===== config.mk =====
export PLATFORM = sky130hd
export DESIGN_NAME = timer_counter_cmp
export DESIGN_NICKNAME = d
export VERILOG_FILES = /design/src/rtl/timer_pkg.sv /design/src/rtl/timer_prescaler.sv /design/src/rtl/timer_counter_cmp.sv
export SDC_FILE = /design/constraint.sdc
export NUM_CORES = 1
export LEC_CHECK = 0
export BUFFER_PORTS_ARGS = -buffer_cell sky130_fd_sc_hd__buf_2
export CAP_MARGIN = 20
export CORE_UTILIZATION = 50
export CTS_BUF_LIST = sky130_fd_sc_hd__clkbuf_4 sky130_fd_sc_hd__clkbuf_8 sky130_fd_sc_hd__clkbuf_16
export CTS_CLUSTER_SIZE = 16
export DETAILED_ROUTE_END_ITERATION = 8
export GPL_TIMING_DRIVEN = 0
export PLACE_DENSITY = 0.81
export SYNTH_ARGS = -nofsm -noshare
export SYNTH_HDL_FRONTEND = slang
export SYNTH_HIERARCHICAL = 1
export SYNTH_SLANG_ARGS = --single-unit
export TNS_END_PERCENT = 100

===== constraint.sdc =====
create_clock -name CLK -period 2.7 [get_ports CLK]
set_input_delay 0.405 -clock CLK [delete_from_list [all_inputs] [get_ports CLK]]
set_output_delay 0.405 -clock CLK [all_outputs]
set_load 0.05 [all_outputs]

===== src/rtl/timer_pkg.sv =====
// Shared constants and helpers for the timer counter/compare block.
package timer_pkg;

  localparam int unsigned WORD_W    = 32;
  localparam int unsigned DIV_MAX   = 8;
  localparam int unsigned PRE_W     = 8;
  localparam int unsigned CNT_MAX_W = 128;

  // All-ones reset value for a compare register of width cnt_w, zero-extended
  // to the widest supported counter.
  function automatic logic [CNT_MAX_W-1:0] cmp_reset_val(input int unsigned cnt_w);
    logic [CNT_MAX_W-1:0] v;
    v = '0;
    for (int unsigned i = 0; i < CNT_MAX_W; i++) begin
      if (i < cnt_w) v[i] = 1'b1;
    end
    return v;
  endfunction

endpackage


===== src/rtl/timer_prescaler.sv =====
// 2^N prescaler: emits a one-cycle tick every 2^div_val active cycles.
module timer_prescaler
  import timer_pkg::*;
#(
  parameter int unsigned DIV_W = 4
) (
  input  logic             CLK,
  input  logic             RST_N,
  input  logic             active,
  input  logic             div_en,
  input  logic [DIV_W-1:0] div_val,
  output logic             tick
);

  logic [PRE_W-1:0] pre_q;
  logic [PRE_W-1:0] pre_d;
  logic [3:0]       dv;
  logic [PRE_W:0]   term;
  logic             divide;

  // Saturated exponent, terminal count and next prescaler value.
  always_comb begin
    dv     = (32'(div_val) > DIV_MAX) ? 4'(DIV_MAX) : 4'(div_val);
    term   = ((PRE_W+1)'(1) << dv) - (PRE_W+1)'(1);
    divide = div_en && (dv != 4'd0);
    tick   = 1'b0;
    pre_d  = pre_q;
    if (active) begin
      // >= rather than == so a smaller div_val applied mid-count wraps at once
      if (!divide || ({1'b0, pre_q} >= term)) begin
        tick  = 1'b1;
        pre_d = '0;
      end else begin
        pre_d = pre_q + PRE_W'(1);
      end
    end
    if (!div_en) pre_d = '0;
  end

  // Prescaler count register.
  always_ff @(posedge CLK or negedge RST_N) begin
    if (!RST_N) pre_q <= '0;
    else        pre_q <= pre_d;
  end

endmodule


===== src/rtl/timer_counter_cmp.sv =====
// Word-writable up-counter with compare match, prescaler, auto-reload,
// one-shot, debug halt and a maskable registered interrupt.
module timer_counter_cmp
  import timer_pkg::*;
#(
  parameter  int unsigned CNT_W  = 64,
  parameter  int unsigned DIV_W  = 4,
  localparam int unsigned NWORDS = CNT_W / WORD_W
) (
  input  logic              CLK,
  input  logic              RST_N,
  input  logic              timer_en,
  input  logic              div_en,
  input  logic [DIV_W-1:0]  div_val,
  input  logic              auto_rld,
  input  logic              one_shot,
  input  logic              halt_req,
  input  logic              int_en,
  input  logic              int_clr,
  input  logic [NWORDS-1:0] wr_cnt_sel,
  input  logic [NWORDS-1:0] wr_cmp_sel,
  input  logic [31:0]       wr_data,
  output logic [CNT_W-1:0]  COUNTER_VALUE,
  output logic [CNT_W-1:0]  COMPARE_VALUE,
  output logic              int_st,
  output logic              tim_int,
  output logic              halt_ack
);

  localparam logic [CNT_MAX_W-1:0] CMP_RST_FULL = cmp_reset_val(CNT_W);
  localparam logic [CNT_W-1:0]     CMP_RST      = CMP_RST_FULL[CNT_W-1:0];

  logic             pre_timer_en;
  logic             done;
  logic             done_d;
  logic             fall;
  logic             active;
  logic             tick;
  logic             match;
  logic             int_st_d;
  logic [CNT_W-1:0] cnt_d;
  logic [CNT_W-1:0] cmp_d;

  // Prescaler is forced to zero whenever the timer is off, which also
  // covers the clear on a timer_en falling edge.
  timer_prescaler #(.DIV_W(DIV_W)) u_prescaler (
    .CLK     (CLK),
    .RST_N   (RST_N),
    .active  (active),
    .div_en  (div_en & timer_en),
    .div_val (div_val),
    .tick    (tick)
  );

  // Control decode, next count/compare, done and interrupt status.
  always_comb begin
    fall     = pre_timer_en & ~timer_en;
    active   = timer_en & ~halt_ack & ~done;
    match    = (COUNTER_VALUE == COMPARE_VALUE);
    cnt_d    = COUNTER_VALUE;
    cmp_d    = COMPARE_VALUE;
    done_d   = done;
    int_st_d = int_st;

    if (fall) begin
      cnt_d = '0;
    end else if (tick) begin
      if (match && auto_rld)      cnt_d = '0;
      else if (match && one_shot) cnt_d = COUNTER_VALUE;
      else                        cnt_d = COUNTER_VALUE + CNT_W'(1);
    end

    // Written words replace the computed value; unwritten words keep it,
    // carry included.
    for (int unsigned i = 0; i < NWORDS; i++) begin
      if (wr_cnt_sel[i]) cnt_d[i*WORD_W +: WORD_W] = wr_data;
      if (wr_cmp_sel[i]) cmp_d[i*WORD_W +: WORD_W] = wr_data;
    end

    if (tick && match && one_shot && !auto_rld) done_d = 1'b1;
    if (fall || (|wr_cnt_sel))                  done_d = 1'b0;

    if (tick && match) int_st_d = 1'b1;
    else if (int_clr)  int_st_d = 1'b0;
  end

  // State registers.
  always_ff @(posedge CLK or negedge RST_N) begin
    if (!RST_N) begin
      pre_timer_en  <= 1'b0;
      halt_ack      <= 1'b0;
      done          <= 1'b0;
      COUNTER_VALUE <= '0;
      COMPARE_VALUE <= CMP_RST;
      int_st        <= 1'b0;
      tim_int       <= 1'b0;
    end else begin
      pre_timer_en  <= timer_en;
      halt_ack      <= halt_req;
      done          <= done_d;
      COUNTER_VALUE <= cnt_d;
      COMPARE_VALUE <= cmp_d;
      int_st        <= int_st_d;
      tim_int       <= int_st_d & int_en;
    end
  end

endmodule

==> impl_metrics.env <==
export IMPL_detail_route_vias_per_cell=6.522
export IMPL_yosysSeqAreaShare_pct=42.68
export IMPL_io_pin_count=180
export IMPL_clock_insertion_delay_worst_skew_ps=440
export IMPL_worstSetupStartpointType="primary input"
export IMPL_detailed_routing_iteration_count_for_the_pre_antenna_repair_pass=7
export IMPL_core_region_area_um2=16520
export IMPL_path_cells="buf_8 > or4_4 > ha_4 > a21o_1 > a32oi_1 > ha_1 > a21oi_1 > nor2b_1 > nor4b_4 > nand2_4 > and2_4 > nor2_4 > a31o_1 > buf_6 > buf_6 > a22oi_1 > nand3_1"
export IMPL_synthXorXnorAreaFrac_pct=6.941
export IMPL_numPortBuffers=174
export IMPL_dp_cells=1267
export IMPL_worst_path_largest_cell_delay_ps=550
export IMPL_fp_dieW_um=132.0
export IMPL_crit_top_cell="buf_6"
export IMPL_ff2ff_setup_slack_ps=-490
export IMPL_worst_slack_ps=-502.4
export IMPL_timing_hold_worst_class="primary input to flip-flop"
export IMPL_ys_warnings_count=6
export IMPL_gr_overflow_total=0
export IMPL_worst_case_headroom_to_the_max_slew_limit_pct=42.72
export IMPL_worst_endpoint_required_ps=3070
export IMPL_setup_worst_path_class="primary input to flip-flop"
export IMPL_postSynthAreaPerCell_um2=9.695
export IMPL_run_status="complete, but fails checks"
export IMPL_fin_hold_ws_ps=77.48
export IMPL_final_setup_viol_count=67
export IMPL_clock_path_buffers=2
export IMPL_syn_num_nets=932
export IMPL_number_of_antenna_violations_at_the_first_check_in_global_routing=0
export IMPL_detailed_place_area_um2=9726
export IMPL_critPathTopFamily="simple AND/OR/NAND/NOR gates"
export IMPL_violated_checks="DRC, setup timing"
export IMPL_ant_nets=0
export IMPL_hold_violations=0
export IMPL_clock_sinks=141
export IMPL_layout_min_cycle_time_ps=3202
export IMPL_synth_top_family_by_area="simple AND/OR/NAND/NOR gates"
export IMPL_most_used_standard_cells_in_the_synthesized_netlist="77 x dfrtp_1, 66 x xor2_1, 64 x dfstp_2, 64 x mux2_2, 60 x nand2_1"
export IMPL_wl_per_cell_um=24.56
export IMPL_depth_of_the_cts_h_tree=4
export IMPL_floorplan_rows=47
export IMPL_synth_mux_area_fraction_pct=8.524
export IMPL_final_skew_ps=9.799
export IMPL_synthCells=872
export IMPL_maximum_number_of_pins_on_one_net_before_global_route_repair=73
export IMPL_yosys_register_bits=141
export IMPL_power_static_leakage_nw=4.578
export IMPL_worstHoldEndpoint="halt_ack"
export IMPL_timing_reg2reg_worst_path_depth=10
export IMPL_synth_ff_type="dfrtp_1"
export IMPL_remaining_drc_errors=2
export IMPL_synth_edf_count=0
export IMPL_yosys_cell_count_top_type="dfrtp_1"
export IMPL_fmax_ghz=0.3123
export IMPL_critPathCaptureType="flip-flop"
export IMPL_gp_congestion=0.9840
export IMPL_first_global_vias=8168
export IMPL_clock_tree_root_cell="clkbuf_16"
export IMPL_flow_area_growth_from_synthesis_pct=27.88
export IMPL_cts_tree="yes"
export IMPL_drt_iter0_drc=1137
export IMPL_timing_final_crit_share_pct=118.6
export IMPL_synthTopCellsByArea="dfrtp_1 23%, dfstp_2 20%, mux2_2 8.5%, xor2_1 6.8%, nand3_1 3.4%"
export IMPL_post_route_cells_drive_above_1_share_pct=39.51
export IMPL_critical_path_n_buffers_inverters=3
export IMPL_rr_startpoint="COUNTER_VALUE[59]"
export IMPL_power_density_cell_area_nw_per_um2=695.0
export IMPL_antenna_diode_count=0
export IMPL_worst_hold_startpoint="halt_req"
export IMPL_die_area_um2=17430
export IMPL_irDropWorstVdd_mv=0.4550
export IMPL_grt_first_pass_wirelength_um=48980
export IMPL_fin_nets=1148
export IMPL_dp_final_hpwl_um=23180
export IMPL_synth_compound_gate_area_share_pct=16.19
export IMPL_syn_cell_area_um2=8454
export IMPL_grt_resource_usage_total_pct=37.60
export IMPL_clkTransAtPathRegs_ps=70
export IMPL_synth_async_reset_ratio_pct=100.0
export IMPL_post_synth_fa_ha_maj_area_fraction_pct=1.628
export IMPL_final_instance_count_excl_fill=1321
export IMPL_synth_top_area_cell="dfrtp_1"
export IMPL_totalPowerFinal_mw=7.514
export IMPL_crit_reg2reg_capture="COUNTER_VALUE[9]"
export IMPL_maxCapViolCount=0
export IMPL_synth_simple_gate_area_share_pct=19.55
export IMPL_detail_route_wirelength_um=32450
export IMPL_cts_buffers_inserted=17
export IMPL_slew_violations=0
export IMPL_die_h_um=132.0
export IMPL_critPathArrivalTime_ps=3570
export IMPL_timing_worst_slew_pin_value_ps=852.6
export IMPL_synth_top_cell_area_share_pct=22.79
export IMPL_timing_critical_path_slowest_stage_cell="or4_4"
export IMPL_netlist_cell_type_count=70
export IMPL_initial_core_utilization_pct=51.16
export IMPL_finalInstanceArea_um2=10810
export IMPL_detailroute_via_count=8616
export IMPL_timing_critical_path_fanout_max=10
export IMPL_rsz0062_at_grt="true"
export IMPL_worstHoldPathCells=1
-- cells by family after synthesis --
logic type	count (synthesis)
mux	64
flops	141
simple gates	296
xor+xnor	67
compound gates	199
fa+ha+maj	11
buf+inv	94
-- worst reg2reg max path, stage by stage (launching register included) --
cell	delay (ps)
dfrtp_1	380
buf_2	170
xor2_1	190
nor4_2	470
nand4_1	300
nor4_4	380
a21oi_1	140
clkbuf_1	340
clkbuf_2	340
a31oi_1	260
nand2_1	90
-- area by class of cell --
cell class                      count  area, um^2
Buffer                             47       291.5
Tap cell                          220       275.3
Inverter                           46       172.7
Clock buffer                       19       452.9
Sequential cell                   141        3608
Multi-Input combinational cell    637        4668
Clock inverter                     13       175.2
Timing Repair Buffer              198        1167
Fill cell                        1300        5713
-- how the worst max path moves through the flow --
stage,from,endpoint,depth (start not counted)
after global routing,div_val[2],COUNTER_VALUE[50],17
after detailed placement,div_val[3],COUNTER_VALUE[8],16
after global placement,div_val[3],COUNTER_VALUE[23],16
final,div_val[2],COUNTER_VALUE[46],17
after floorplan,div_val[3],COUNTER_VALUE[50],16
after CTS,div_val[2],COUNTER_VALUE[58],17
-- where the power goes --
part	switching (mW)	internal, mW
clock network	1.01	1.52
logic	1.61	0.609
registers	0.347	2.41
total	2.97	4.54
-- what timing repair did --
| item | in CTS | in global routing |
|---|---|---|
| gates resized for setup | 34 | 22 |
| hold buffers | 1 | 0 |
| pin swaps | 16 | 12 |
| buffers inserted | 16 | 3 |
| endpoints found under the hold margin | 5 | 0 |
| gates cloned | 3 | 0 |
| setup endpoints to repair | 67 | 67 |
-- sequential cells by signal, indices dropped and copies added (netlist names) --
name,count
COMPARE_VALUE,64
COUNTER_VALUE,64
u_prescaler/pre_q,8
done,1
halt_ack,1
int_st,1
pre_timer_en,1
tim_int,1
-- per-layer routing --
metal,vias to the layer above,GRT usage [%],part of all wire (%)
met5,-,0,0
met4,0,22.74,6.3
met1,4137,50.58,39
met3,146,8.535,11
li1,3676,-,-
met2,657,55.35,43
-- per-stage QoR --
stage | util, % | setup TNS [ps] | setup WS [ps]
after detailed placement | 58.86 | -83560 | -1310
after global placement | 58.65 | -137130 | -1268
final | 65.43 | -29400 | -502.4
after global routing | 65.43 | -37040 | -636.4
after floorplan | - | -42080 | -687.8
after CTS | 64.91 | -26780 | -461.7
-- placed cells by master (no fill, tap or decap), types with 4 or more instances in the layout --
| cell type | count |
|---|---|
| nor3_1 | 19 |
| a22oi_1 | 31 |
| xor2_1 | 66 |
| nand2_1 | 58 |
| buf_1 | 6 |
| o31a_1 | 6 |
| and2_1 | 9 |
| buf_8 | 6 |
| mux2_2 | 64 |
| inv_1 | 45 |
| clkbuf_16 | 17 |
| nand4_1 | 29 |
| a2111oi_0 | 6 |
| dfrtp_1 | 77 |
| nand3b_1 | 7 |
| nor2_1 | 34 |
| dfstp_2 | 64 |
| clkbuf_8 | 5 |
| buf_6 | 7 |
| nand3_1 | 57 |
| nand2b_1 | 7 |
| o211ai_1 | 16 |
| nor4_1 | 16 |
| inv_6 | 5 |
| o21ai_1 | 31 |
| a21oi_1 | 37 |
| and3_1 | 9 |
| o21ai_0 | 6 |
| nor3_2 | 4 |
| a21oi_4 | 4 |
| a31oi_1 | 9 |
| a32oi_1 | 15 |
| buf_2 | 176 |
| nor2b_1 | 5 |
| nor4_2 | 5 |
| clkbuf_1 | 22 |
| buf_4 | 18 |
| a21oi_2 | 7 |
| ha_1 | 10 |
No activity file was read; power rests on OpenSTA's default activity.
